===== config.mk =====
export PLATFORM = sky130hd
export DESIGN_NAME = game_timer
export DESIGN_NICKNAME = d
export VERILOG_FILES = /design/src/rtl/air_hockey_pkg.sv /design/src/rtl/bcd2_down_counter.sv /design/src/rtl/game_timer.sv
export SDC_FILE = /design/constraint.sdc
export NUM_CORES = 1
export LEC_CHECK = 0
export BUFFER_PORTS_ARGS = -buffer_cell sky130_fd_sc_hd__buf_2
export CAP_MARGIN = 20
export CORE_UTILIZATION = 58
export CTS_CLUSTER_SIZE = 40
export DETAILED_ROUTE_END_ITERATION = 16
export PLACE_DENSITY = 0.82
export SLEW_MARGIN = 40
export SYNTH_ARGS = -nofsm -noshare
export SYNTH_HDL_FRONTEND = slang
export SYNTH_SLANG_ARGS = --single-unit

===== constraint.sdc =====
create_clock -name clk -period 4.7 [get_ports clk]
set_input_delay 0.47 -clock clk [delete_from_list [all_inputs] [get_ports clk]]
set_output_delay 0.47 -clock clk [all_outputs]
set_load 0.02 [all_outputs]

===== src/rtl/air_hockey_pkg.sv =====
// Shared types and helpers for the air hockey match timer.
// Optional warn output is enabled by GAME_TIMER_WARN_EN.
package air_hockey_pkg;

  typedef enum logic [1:0] {
    IDLE,
    RUN,
    PAUSE,
    OVER
  } state_t;

  localparam int BCD_W = 4;
  localparam int WARN_SECONDS = 10;

  function automatic logic [2*BCD_W-1:0] to_bcd(
    input int unsigned v
  );
    logic [2*BCD_W-1:0] r;
    r[2*BCD_W-1:BCD_W] = BCD_W'(v / 10);
    r[BCD_W-1:0] = BCD_W'(v % 10);
    return r;
  endfunction

endpackage


===== src/rtl/bcd2_down_counter.sv =====
// Two-digit BCD down counter with load and saturating decrement.
// Shared by the game_timer block; no configuration macros.
module bcd2_down_counter
  import air_hockey_pkg::*;
#(
  parameter logic [2*BCD_W-1:0] INIT = 8'h60
) (
  input  logic             clk,
  input  logic             rst_n,
  input  logic             load,
  input  logic [2*BCD_W-1:0] load_val,
  input  logic             dec,
  output logic [BCD_W-1:0] tens,
  output logic [BCD_W-1:0] ones,
  output logic             zero_next
);

  logic at_zero;

  assign at_zero = (tens == '0) && (ones == '0);
  assign zero_next = (tens == '0) && (ones == BCD_W'(1));

  always_ff @(posedge clk or negedge rst_n) begin
    if (!rst_n) begin
      tens <= INIT[2*BCD_W-1:BCD_W];
      ones <= INIT[BCD_W-1:0];
    end else if (load) begin
      tens <= load_val[2*BCD_W-1:BCD_W];
      ones <= load_val[BCD_W-1:0];
    end else if (dec && !at_zero) begin
      if (ones == '0) begin
        ones <= BCD_W'(9);
        tens <= tens - BCD_W'(1);
      end else begin
        ones <= ones - BCD_W'(1);
      end
    end
  end

endmodule


===== src/rtl/game_timer.sv =====
// Match countdown FSM with post-goal freeze and end-of-match flag.
// Define GAME_TIMER_WARN_EN to enable the low-time warn output.
module game_timer
  import air_hockey_pkg::*;
#(
  parameter int GAME_SECONDS = 60,
  parameter int PAUSE_SECONDS = 3
) (
  input  logic             clk,
  input  logic             rst_n,
  input  logic             timeclk,
  input  logic             start,
  input  logic             goal,
  output logic [BCD_W-1:0] sec_tens,
  output logic [BCD_W-1:0] sec_ones,
  output logic             running,
  output logic             freeze,
  output logic             time_up,
  output logic             warn
);

  localparam logic [2*BCD_W-1:0] RELOAD =
    to_bcd(GAME_SECONDS);
  localparam logic [3:0] PAUSE_LD = 4'(PAUSE_SECONDS);

  state_t     state, state_n;
  logic [3:0] pcnt, pcnt_n;
  logic       load, dec, zero_next;

  bcd2_down_counter #(
    .INIT(RELOAD)
  ) u_cnt (
    .clk      (clk),
    .rst_n    (rst_n),
    .load     (load),
    .load_val (RELOAD),
    .dec      (dec),
    .tens     (sec_tens),
    .ones     (sec_ones),
    .zero_next(zero_next)
  );

  always_comb begin
    state_n = state;
    pcnt_n = pcnt;
    load = 1'b0;
    dec = 1'b0;
    unique case (state)
      IDLE, OVER: begin
        if (start) begin
          state_n = RUN;
          load = 1'b1;
        end
      end
      RUN: begin
        if (timeclk) begin
          dec = 1'b1;
          if (zero_next) begin
            state_n = OVER;
          end else if (goal) begin
            state_n = PAUSE;
            pcnt_n = PAUSE_LD;
          end
        end else if (goal) begin
          state_n = PAUSE;
          pcnt_n = PAUSE_LD;
        end
      end
      PAUSE: begin
        if (goal) begin
          pcnt_n = PAUSE_LD;
        end else if (timeclk) begin
          pcnt_n = pcnt - 4'd1;
          if (pcnt == 4'd1) state_n = RUN;
        end
      end
      default: state_n = IDLE;
    endcase
  end

  always_ff @(posedge clk or negedge rst_n) begin
    if (!rst_n) begin
      state <= IDLE;
      pcnt <= 4'd0;
      running <= 1'b0;
      freeze <= 1'b0;
      time_up <= 1'b0;
    end else begin
      state <= state_n;
      pcnt <= pcnt_n;
      running <= (state_n == RUN);
      freeze <= (state_n == PAUSE);
      time_up <= (state_n == OVER);
    end
  end

`ifdef GAME_TIMER_WARN_EN
  localparam logic [2*BCD_W-1:0] WARN_BCD =
    to_bcd(WARN_SECONDS);
  localparam logic [2*BCD_W-1:0] WARN_BCD1 =
    to_bcd(WARN_SECONDS + 1);

  logic [2*BCD_W-1:0] cur;
  logic               warn_n;

  assign cur = {sec_tens, sec_ones};

  // Evaluate against the value the digits will hold after this edge.
  always_comb begin
    warn_n = 1'b0;
    if (state_n == RUN || state_n == PAUSE) begin
      if (load) warn_n = (RELOAD <= WARN_BCD);
      else if (dec) warn_n = (cur <= WARN_BCD1);
      else warn_n = (cur <= WARN_BCD);
    end
  end

  always_ff @(posedge clk or negedge rst_n) begin
    if (!rst_n) warn <= 1'b0;
    else warn <= warn_n;
  end
`else
  assign warn = 1'b0;
`endif

endmodule


# After elaboration in Yosys (flattened, before gate mapping)

Cells that the tools add are included.

Add/subtract/negate cells: 3
Eq/ne operators: 10
Muxes and demuxes: 24
Reductions and logical operators: 13

Operator list:

| cell                                                                   | number |
|---|---|
| 4-bit two-way mux                                                      | 11 |
| 2-bit two-way mux                                                      | 7 |
| 4-bit by 1-bit subtractor with 4-bit output (second input constant)    | 3 |
| 2-bit equality test (second input constant)                            | 4 |
| 4-bit by 1-bit equality test with 1-bit output (second input constant) | 2 |
| 4-bit zero test                                                        | 2 |
| 4-bit case mux with 2 select lines                                     | 1 |
| 3-bit != test (second input constant)                                  | 2 |
| 2-bit case mux with 3 select lines                                     | 1 |
| 2-bit nonzero test                                                     | 3 |
| 2-bit by 1-bit equality test with 1-bit output (second input constant) | 2 |
| 1-bit two-way mux                                                      | 4 |
| 1-bit logical AND                                                      | 3 |
| 3-bit AND reduction                                                    | 1 |
| 2-bit zero test                                                        | 1 |
| 2-bit AND reduction                                                    | 1 |
| 2-bit OR reduction                                                     | 1 |
| 1-bit zero test                                                        | 1 |

Register bits: 17
Input port bits: 5
Output and inout port bits: 12
Word-level logic and storage cells: 57

# Logic depth before layout (Yosys ltp)

Gate-level depths: netlist of the first run.

Depth after elaboration: 6
Depth in mapped cells: 6
Gate-level depth less buffers: 6

# Cells and area by module

From an unflattened synthesis of the first run, not the netlist that was laid out.

Cells, all modules: 108
Area, all modules: 1,048.5 um^2

Modules (own cells, without submodules):

| module            | times used | cells an instance | area an instance (um^2) | sequential area each (um^2) |
|---|---|---|---|---|
| game_timer        | 1          | 54                | 541.8                   | 225.2 |
| bcd2_down_counter | 1          | 54                | 506.7                   | 202.7 |

# Least setup slack after synthesis of the first run

Ideal clock, no wire load.

Path kind: flip-flop to flip-flop
Start point: register u_cnt.tens[1]
End point: register time_up
Library setup time: 138 ps
Arrival: 1,630 ps
Required time: 4,562 ps
Path slack: 2,932 ps
Cell stages (with the launch flop): 7
Buffers on the path: 0
Period minus slack after synthesis: 1,768 ps
Cell sequence: dfstp_2 > inv_1 > ha_1 > and4bb_4 > and2_4 > o41ai_4 > a21boi_0

Longest elaborated chain between the ends: 6

Ends and longest elaborated chain:

| element                            | line                    | RTL |
|---|---|---|
| start, declared                    | bcd2_down_counter.sv:13 | `output logic [BCD_W-1:0] tens,` |
| start signal, assigned             | bcd2_down_counter.sv:25 | `tens <= INIT[2*BCD_W-1:BCD_W];` |
| start signal, assigned             | bcd2_down_counter.sv:28 | `tens <= load_val[2*BCD_W-1:BCD_W];` |
| start signal, assigned             | bcd2_down_counter.sv:33 | `tens <= tens - BCD_W'(1);` |
| 4-bit zero test                    | bcd2_down_counter.sv:21 | `assign zero_next = (tens == '0) && (ones == BCD_W'(1));` |
| 1-bit logical AND                  | bcd2_down_counter.sv:21 |  |
| 2-bit two-way mux                  | game_timer.sv:58        | `if (zero_next) begin` |
| 2-bit two-way mux                  | game_timer.sv:56        | `if (timeclk) begin` |
| 2-bit case mux with 3 select lines | game_timer.sv:48        | `unique case (state)` |
| 2-bit equality test                | game_timer.sv:93        | `time_up <= (state_n == OVER);` |
| end signal, assigned               | game_timer.sv:93        |  |
| end, declared                      | game_timer.sv:18        | `output logic time_up,` |

Every way passes these cells.
A chain may end at the register's enable or synchronous reset.

# Final worst setup path of the first run

Start point: register u_cnt.tens[1]
End point: register pcnt[3]

Longest elaborated chain between the ends: 4

Ends and longest elaborated chain:

| element                              | line                    | RTL |
|---|---|---|
| 4-bit zero test                      | bcd2_down_counter.sv:21 |  |
| 1-bit logical AND                    | bcd2_down_counter.sv:21 |  |
| 3-bit != test (no source line)       | -                       |  |
| 3-bit AND reduction (no source line) | -                       |  |
| end signal, assigned                 | game_timer.sv:90        | `pcnt <= pcnt_n;` |
| end, declared                        | game_timer.sv:27        | `logic [3:0] pcnt, pcnt_n;` |

Every way passes these cells.

==> results of run 1 <==
synth_stat cells (all sizes together):
cell type,n
a211o,1
a211oi,2
a21boi,1
a21o,1
a21oi,5
a22oi,2
a31oi,1
and2,3
and2b,1
and3,1
and4bb,3
buf,1
clkbuf,1
conb,1
dfrtp,15
dfstp,2
ha,8
inv,9
nand2,8
nand2b,3
nand3,1
nand4,2
nand4b,1
nor2,7
nor2b,1
nor3,5
nor3b,1
o211ai,1
o21a,1
o21ai,9
o31a,1
o41ai,3
or3b,1
xnor2,1
xor2,2
metal layers:
| metal | vias to the layer above | global-route usage (%) | part of all wire [%] |
|---|---|---|---|
| li1 | 412 | - | - |
| met1 | 401 | 31.0 | 46 |
| met2 | 20 | 42.9 | 49 |
| met3 | 5 | 3.67 | 3.1 |
| met4 | 0 | 7.27 | 1.2 |
| met5 | - | 0 | 0 |
through the flow:
step | cell area, sq um | total power [mW] | setup slack [ps]
final | 1160 | 0.687 | 2770
after global routing | 1160 | 0.744 | 2640
after CTS | 1160 | 0.689 | 2790
after detailed placement | 1130 | 0.610 | 2880
after global placement | 1130 | 0.595 | 2930
after floorplan | 1040 | 0.519 | 2930
registers in the layout (all words and copies together) (netlist names):
signal	flops
pcnt	4
u_cnt.ones	4
u_cnt.tens	4
state	2
freeze	1
running	1
time_up	1
cell type report:
type / instances / share of cell area, %
Multi-Input combinational cell: 78 / 48.6
Clock inverter: 1 / 0.432
Timing Repair Buffer: 15 / 6.49
Sequential cell: 17 / 37.0
Clock buffer: 3 / 1.95
Inverter: 9 / 2.92
Tap cell: 24 / 2.59
kinds of logic after synthesis:
group                    after synthesis
buffers and inverters                 11
AO/OA/AOI/OAI                         28
AND/OR/NAND/NOR                       38
other                                  1
XOR/XNOR                               3
adder cells (fa/ha/maj)                8
flip-flops                            17
power groups by stage:
| stage | combinational [mW] | clock, mW | sequential (mW) |
|---|---|---|---|
| after floorplan | 0.253 | 0 | 0.266 |
| after detailed placement | 0.370 | 0 | 0.240 |
| after global placement | 0.359 | 0 | 0.236 |
| after global routing | 0.415 | 0.0841 | 0.244 |
| after CTS | 0.373 | 0.0790 | 0.237 |
| final | 0.371 | 0.0781 | 0.238 |
worst max-delay path by stage:
stage	from	to	slack, ps	depth (start not counted)
6_report	u_cnt.tens[1]	pcnt[3]	2770	6
5_1_grt	u_cnt.ones[0]	u_cnt.tens[0]	2640	6
4_1_cts	u_cnt.tens[1]	pcnt[3]	2790	6
3_5_place_dp	u_cnt.tens[1]	time_up	2880	6
3_3_place_gp	u_cnt.tens[1]	pcnt[3]	2930	6
2_1_floorplan	u_cnt.tens[1]	time_up	2930	6
critical path: stages, from the launching register on:
cell and delay [ps]:
dfstp_2 560, inv_1 60, ha_1 190, and4bb_4 210, a211oi_1 420, nand2_1 160, o21ai_0 230
==> results.py, run 1 <==
metrics = {
    "status": {
        "status": "complete, no violations",
    },
    "sta": {
        "worst_hold_slack_ps": 79.0,
        "finalSetupViolCount": 0,
        "slew_violations": 0,
        "fin_worst_skew_ps": 0.771,
        "finalCritPeriodShare_pct": 41.1,
        "report.final.hold_viol_count": 0,
        "tns_ps": 0,
        "max_freq_mhz": 517,
        "slew_headroom_pct": 64.9,
        "rsz0062_at_grt": "false",
        "finalWorstPathRequiredPeriod_ps": 1930,
        "worst-slew-pin-transition_ps": 525,
    },
    "cells_and_area": {
        "fill_cells": 127,
        "register_area_sq_um": 428,
        "final_core_util_pct": 72.6,
        "instances_no_fill": 147,
        "multi_input_area_sq_um": 563,
        "syn_to_final_growth_pct": 11.7,
        "layout_common_cells": "dfrtp_1 (15), buf_2 (15), inv_1 (9), o21ai_0 (9)",
        "final_nets": 137,
        "num_antenna_cells": 0,
        "drive_above_1_share_pct": 23.6,
    },
    "floorplan": {
        "core_sq_um": 1590,
        "dieHeight_um": 44.3,
        "rows": 14,
        "die_x_um": 44.3,
        "dieArea_sq_um": 1960,
        "io_pins": 17,
        "start_util_pct": 65.0,
    },
    "yosys": {
        "synth_adder_area_share_pct": 9.66,
        "ys_seq_elements": 17,
        "synth_top_family_by_area": "simple AND/OR/NAND/NOR gates",
        "synth.area.mux_share_pct": 0,
        "synth.area.top_cells": "dfrtp_1 (36%), ha_1 (9.7%), dfstp_2 (5.1%)",
        "synthSimpleGateAreaFrac_pct": 22.3,
        "syn-cell-area_sq_um": 1040,
        "synth_top_area_share_pct": 36.2,
        "synth_compound_area_share_pct": 19.4,
        "yosysSeqAreaShare_pct": 41.3,
        "syn_avg_cell_area_sq_um": 9.77,
        "synth_nets": 119,
        "synth.distinct_cells": 38,
        "yosys_warnings": 0,
        "synth_top_area_cell": "dfrtp_1",
        "syn_inst": 106,
        "synthXorXnorAreaFrac_pct": 2.54,
    },
    "worst_setup_path": {
        "r2r-end": "pcnt[3]",
        "crit_required_ps": 4900,
        "startpoint_type": "flop",
        "worst-r2r-setup-slack_ps": 2770,
        "worstPathMaxFanout": 4,
        "arrival_ps": 2130,
        "reg2reg_depth": 6,
        "endpoint_kind": "flop",
        "timing.rr.start": "u_cnt.tens[1]",
        "crit_type": "reg2reg",
    },
    "placement": {
        "placed_cells": 143,
        "dp_hpwl_um": 1550,
        "gp_congestion": 0.844,
        "port_buffers": 15,
    },
    "power_and_ir_drop": {
        "pwr-share-clk_pct": 11.4,
        "power_density_nw_per_um2": 593,
        "ir_worst_vdd_v": 0.000479,
        "swShare_pct": 45.1,
        "power.switching_mw": 0.310,
        "total_leakage_power_nw": 0.551,
        "internal-power_mw": 0.377,
        "p_seq_share_pct": 34.6,
        "pwr-share-comb_pct": 54.0,
    },
    "clock_network": {
        "clkTransAtPathRegs_ps": 100,
        "cts_tree": "done",
        "cts_hold_buffers": 0,
        "cts_buffer_depth": 2,
        "htreeDepth": 1,
        "root_buffer": "clkbuf_4",
        "cts_sinks": 17,
        "clk_latency_ps": 290,
        "post_cts_resize_count": 0,
        "cts_buffers": 3,
        "cts_setup_buffers": 0,
    },
    "drt": {
        "detail_route.vias_per_cell": 5.70,
        "drc": 0,
        "vias": 838,
        "drt-initial-drc-count": 25,
        "first_pass_iters": 6,
        "ant_nets": 0,
        "drt_wl_total_um": 2040,
        "wl_per_cell_um": 13.9,
    },
    "global_routing": {
        "antenna_found_initial": 0,
        "grt_max_degree": 18,
        "overflow": 0,
        "grt_pass1_wl_um": 3500,
        "grt_use_total_pct": 24.4,
        "grt_pass1_vias": 792,
    },
    "min_path": {
        "hold_class": "in2async",
    },
    "flow_run": {
        "maxCapViolCount": 0,
    },
}
Note: power is estimated with default switching activity, not from simulation.
==> run 2: changes to the inputs <==
--- a/config.mk
+++ b/config.mk
@@ -7,10 +7,10 @@
 export LEC_CHECK = 0
 export BUFFER_PORTS_ARGS = -buffer_cell sky130_fd_sc_hd__buf_2
 export CAP_MARGIN = 20
-export CORE_UTILIZATION = 58
+export CORE_UTILIZATION = 54
 export CTS_CLUSTER_SIZE = 40
 export DETAILED_ROUTE_END_ITERATION = 16
-export PLACE_DENSITY = 0.82
+export PLACE_DENSITY = 0.77
 export SLEW_MARGIN = 40
 export SYNTH_ARGS = -nofsm -noshare
 export SYNTH_HDL_FRONTEND = slang
==> constraint.sdc (replaced) <==
create_clock -name clk -period 1.79 [get_ports clk]
set_input_delay 0.179 -clock clk [delete_from_list [all_inputs] [get_ports clk]]
set_output_delay 0.179 -clock clk [all_outputs]
set_load 0.02 [all_outputs]
==> run 2 against run 1 <==
Effect of this change: power grew to 2.8 times the previous value; fmax grew 11%; hold slack improved by 55 ps; die area rose by 7.1%; critical endpoint is now freeze.
==> results.py, run 2 (synthesis results as in run 1) <==
metrics = {
    "status": {
        "status": "complete, no violations",
    },
    "global_routing": {
        "grt_max_degree": 18,
        "antenna_found_initial": 0,
        "grt_pass1_vias": 823,
        "overflow": 0,
        "grt_pass1_wl_um": 3360,
        "grt_use_total_pct": 22.1,
    },
    "sta": {
        "tns_ps": 0,
        "rsz0062_at_grt": "true",
        "finalWorstPathRequiredPeriod_ps": 1740,
        "max_freq_mhz": 575,
        "slew_violations": 0,
        "fin_worst_skew_ps": 10.1,
        "report.final.hold_viol_count": 0,
        "finalCritPeriodShare_pct": 97.1,
        "finalSetupViolCount": 0,
    },
    "worst_setup_path": {
        "arrival_ps": 1920,
        "cpMaxStageDelayCell": "dfstp_2",
        "worstPathMaxFanout": 4,
        "crit_required_ps": 1970,
        "crit_type": "reg2reg",
        "endpoint_kind": "flop",
        "startpoint_type": "flop",
        "path_cells": "inv_1, ha_1, and4bb_4, and2_4, o31a_4, and3_1",
        "slowest_delay_ps": 560,
    },
    "floorplan": {
        "rows": 15,
        "start_util_pct": 58.7,
        "dieHeight_um": 45.8,
        "io_pins": 17,
        "die_x_um": 45.8,
        "dieArea_sq_um": 2100,
        "core_sq_um": 1760,
    },
    "power_and_ir_drop": {
        "pwr-share-clk_pct": 10.8,
        "p_seq_share_pct": 32.2,
        "pwr-share-comb_pct": 57.0,
        "power_density_nw_per_um2": 1570,
        "internal-power_mw": 1.07,
        "ir_worst_vdd_v": 0.000989,
        "total_leakage_power_nw": 0.580,
        "fin_total_pwr_mw": 1.93,
        "swShare_pct": 44.3,
        "power.switching_mw": 0.854,
    },
    "placement": {
        "post_dp_cell_area_sq_um": 1150,
        "gp_congestion": 0.854,
        "placed_cells": 147,
        "dp_hpwl_um": 1580,
        "port_buffers": 15,
    },
    "drt": {
        "vias": 832,
        "drc": 0,
        "drt-initial-drc-count": 18,
        "ant_nets": 0,
        "first_pass_iters": 4,
        "wl_per_cell_um": 13.7,
        "detail_route.vias_per_cell": 5.47,
        "drt_wl_total_um": 2080,
    },
    "cells_and_area": {
        "num_antenna_cells": 0,
        "drive_above_1_share_pct": 27.6,
        "stdcell_area_sq_um": 1230,
        "layout_top_registers": "pcnt x4, u_cnt.ones x4, u_cnt.tens x4",
        "layout_common_cells": "dfrtp_1 (15), buf_2 (15), inv_1 (9)",
        "final_nets": 141,
        "instances_no_fill": 152,
        "multi_input_area_sq_um": 599,
        "fill_cells": 143,
        "syn_to_final_growth_pct": 18.4,
        "register_area_sq_um": 428,
        "final_core_util_pct": 69.5,
    },
    "clock_network": {
        "clk_latency_ps": 290,
        "cts_buffers": 3,
        "cts_buffer_depth": 2,
        "root_buffer": "clkbuf_4",
        "cts_tree": "done",
        "htreeDepth": 1,
        "clkTransAtPathRegs_ps": 100,
        "cts_sinks": 17,
        "cts_setup_buffers": 0,
    },
    "min_path": {
        "hold_class": "in2reg",
    },
    "flow_run": {
        "maxCapViolCount": 0,
    },
}
-- run 2: cell count changes in the layout (fill, tap and decap cells not counted), sizes merged --
cell / delta
dlygate4sd3: +1
clkbuf: +1
clkinv: -1
buf: +3
-- run 2: power groups by stage --
stage               clock (mW)  combinational, mW  sequential, mW
global placement             0              0.985           0.619
global route             0.223               1.23           0.639
finish                   0.208               1.10           0.621
CTS                      0.211               1.02           0.614
detailed placement           0               1.01           0.622
floorplan                    0              0.664           0.698
-- run 2: cell type report --
cell class	count	share of cell area [%]
Clock buffer	4	2.14
Inverter	9	2.76
Multi-Input combinational cell	78	48.9
Sequential cell	17	34.9
Tap cell	25	2.55
Timing Repair Buffer	19	8.78
-- run 2: final timing paths --
path / from / endpoint / slack [ps] / depth (start not counted)
worst max register to register: u_cnt.tens[1] / freeze / 50 / 6
worst min-delay path: start / u_cnt.tens[2] / 130 / 3
min in group asynchronous: rst_n / u_cnt.ones[0] / 340 / 2
max in group asynchronous: rst_n / u_cnt.tens[2] / 1140 / 2
worst min register to register: u_cnt.tens[1] / u_cnt.tens[1] / 530 / 2
worst max-delay path: u_cnt.tens[1] / freeze / 50 / 6
-- run 2: timing repair --
| action | in CTS | in global routing |
|---|---|---|
| pin swaps | 0 | 2 |
| hold buffers | 1 | 0 |
| endpoints found under the hold margin | 15 | 0 |
| setup endpoints to repair | 1 | 11 |
| resized for setup | 1 | 10 |
-- run 2: worst max-delay path: cells and delay by family, from the launching register on --
family                   cells  cell delay (ps)
AO/OA/AOI/OAI                1              280
buffers and inverters        1               60
flip-flops                   1              560
AND/OR/NAND/NOR              3              530
adder cells (fa/ha/maj)      1              180
-- run 2: stage by stage --
stage / hold WS [ps] / setup WS (ps)
2_1_floorplan: -117 / 21.7
6_report: 134 / 51.6
4_1_cts: 137 / 0.910
5_1_grt: 158 / -8.35
3_5_place_dp: 117 / 20.0
3_3_place_gp: 113 / 73.5
-- run 2: per-layer routing --
| metal | vias to the layer above | routed length [um] | global-route usage [%] |
|---|---|---|---|
| li1 | 422 | - | - |
| met1 | 389 | 928 | 26.2 |
| met2 | 16 | 1050 | 38.9 |
| met3 | 5 | 68 | 3.57 |
| met4 | 0 | 31 | 10.0 |
| met5 | - | 0 | 0 |
==> run 3: changes to the inputs <==
--- a/config.mk
+++ b/config.mk
@@ -7,10 +7,12 @@
 export LEC_CHECK = 0
 export BUFFER_PORTS_ARGS = -buffer_cell sky130_fd_sc_hd__buf_2
 export CAP_MARGIN = 20
-export CORE_UTILIZATION = 54
+export CELL_PAD_IN_SITES_DETAIL_PLACEMENT = 1
+export CELL_PAD_IN_SITES_GLOBAL_PLACEMENT = 2
+export CORE_UTILIZATION = 34
 export CTS_CLUSTER_SIZE = 40
 export DETAILED_ROUTE_END_ITERATION = 16
-export PLACE_DENSITY = 0.77
+export PLACE_DENSITY_LB_ADDON = 0.1
 export SLEW_MARGIN = 40
 export SYNTH_ARGS = -nofsm -noshare
 export SYNTH_HDL_FRONTEND = slang
==> run 3 against run 2 <==
Effect of this change: die area rose by 56%; first-iteration DRC count is 22% lower; fmax is 1.1% higher; clock power rose by 6%; largest power group unchanged; highest routed layer unchanged; setup slack gained 19 ps.
==> results.py, run 3 (synthesis results as in run 1) <==
metrics = {
    "cells_and_area": {
        "final_nets": 146,
        "layout_common_cells": "dfrtp_1 (15), buf_2 (15), inv_1 (9)",
        "fill_cells": 346,
        "layout_top_registers": "pcnt x4, u_cnt.ones x4, u_cnt.tens x4",
        "num_antenna_cells": 0,
        "drive_above_1_share_pct": 31.1,
        "syn_to_final_growth_pct": 24.5,
    },
    "drt": {
        "vias": 871,
        "detail_route.vias_per_cell": 5.34,
        "ant_nets": 0,
        "wl_per_cell_um": 16.0,
        "drt-initial-drc-count": 14,
        "first_pass_iters": 4,
        "drc": 0,
        "drt_wl_total_um": 2610,
    },
    "global_routing": {
        "grt_pass1_vias": 932,
        "grt_max_degree": 18,
        "grt_use_total_pct": 17.5,
        "overflow": 0,
        "grt_pass1_wl_um": 4350,
        "antenna_found_initial": 0,
    },
    "sta": {
        "fin_worst_skew_ps": 0.698,
        "tns_ps": 0,
        "max_freq_mhz": 582,
        "finalSetupViolCount": 0,
        "slew_violations": 0,
        "report.final.hold_viol_count": 0,
        "worst_slack_ps": 70.4,
        "rsz0062_at_grt": "false",
        "finalCritPeriodShare_pct": 96.1,
        "finalWorstPathRequiredPeriod_ps": 1720,
    },
    "placement": {
        "dp_hpwl_um": 1990,
        "gp_congestion": 0.730,
        "port_buffers": 15,
        "pre_cts_ws_ps": 1.16,
    },
    "clock_network": {
        "cts_buffers": 3,
        "htreeDepth": 1,
        "cts_tree": "done",
        "clk_latency_ps": 300,
        "clkTransAtPathRegs_ps": 110,
        "cts_sinks": 17,
        "root_buffer": "clkbuf_4",
        "cts_buffer_depth": 2,
    },
    "power_and_ir_drop": {
        "power_density_nw_per_um2": 1600,
        "total_leakage_power_nw": 0.605,
        "ir_worst_vdd_v": 0.000960,
        "fin_total_pwr_mw": 2.07,
    },
    "worst_setup_path": {
        "endpoint_kind": "flop",
        "worstPathMaxFanout": 4,
        "crit_type": "reg2reg",
        "crit_required_ps": 1990,
        "startpoint_type": "flop",
        "arrival_ps": 1920,
    },
    "status": {
        "status": "complete, no violations",
    },
    "flow_run": {
        "maxCapViolCount": 0,
    },
    "floorplan": {
        "start_util_pct": 36.6,
        "rows": 19,
        "die_x_um": 57.2,
        "io_pins": 17,
        "core_sq_um": 2830,
        "dieArea_sq_um": 3270,
        "dieHeight_um": 57.2,
    },
    "min_path": {
        "hold_class": "in2reg",
    },
}
-- run 3: worst paths after layout --
| check | start | to | slack [ps] | cells after the start |
|---|---|---|---|---|
| worst max register to register | u_cnt.tens[1] | freeze | 70 | 6 |
| min in group asynchronous | rst_n | u_cnt.ones[0] | 330 | 2 |
| worst min register to register | pcnt[0] | pcnt[0] | 560 | 1 |
| worst min-delay path | start | u_cnt.tens[2] | 140 | 3 |
| worst max-delay path | u_cnt.tens[1] | freeze | 70 | 6 |
| max in group asynchronous | rst_n | u_cnt.tens[2] | 1130 | 2 |
-- run 3: cell type report --
class,instances,area [sq um],share of cell area [%]
Clock buffer,3,22.5,1.75
Clock inverter,1,5.00,0.388
Inverter,9,33.8,2.62
Multi-Input combinational cell,78,617,47.8
Sequential cell,17,428,33.2
Tap cell,31,38.8,3.01
Timing Repair Buffer,24,145,11.3
-- run 3: metal layers --
metal	global-route usage, %	share of wire, %	vias to the layer above
li1	-	-	425
met4	6.62	1.8	0
met1	22.2	45	427
met2	30.6	51	14
met5	0	0	-
met3	2.04	2.0	5
-- run 3: timing repair --
action,4_1_cts,5_1_grt
endpoints found under the hold margin,15,0
pin swaps,0,2
gates resized for setup,1,10
setup endpoints to repair,1,8
buffers inserted,0,2
cloned,0,0
hold buffers,1,0
-- run 3: critical path: stages (launching register included) --
cell,delay [ps]
dfstp_2,540
inv_1,60
ha_2,170
and4bb_4,210
and2_4,180
o31a_4,290
and3_1,180
-- run 3: power by group --
group	switching [mW]	total, mW	leakage [nW]	internal, mW
clock	0.137	0.220	0.0177	0.0834
sequential	0.106	0.619	0.212	0.513
combinational	0.681	1.23	0.375	0.547
-- run 3: per-stage QoR --
step | hold WS (ps) | utilization [%] | instances | area [sq um]
global route | 158 | 45.6 | 163 | 1290
global placement | 129 | 41.8 | 156 | 1180
finish | 135 | 45.6 | 163 | 1290
floorplan | -117 | - | 106 | 1040
CTS | 136 | 43.4 | 161 | 1230
detailed placement | 140 | 41.8 | 156 | 1180
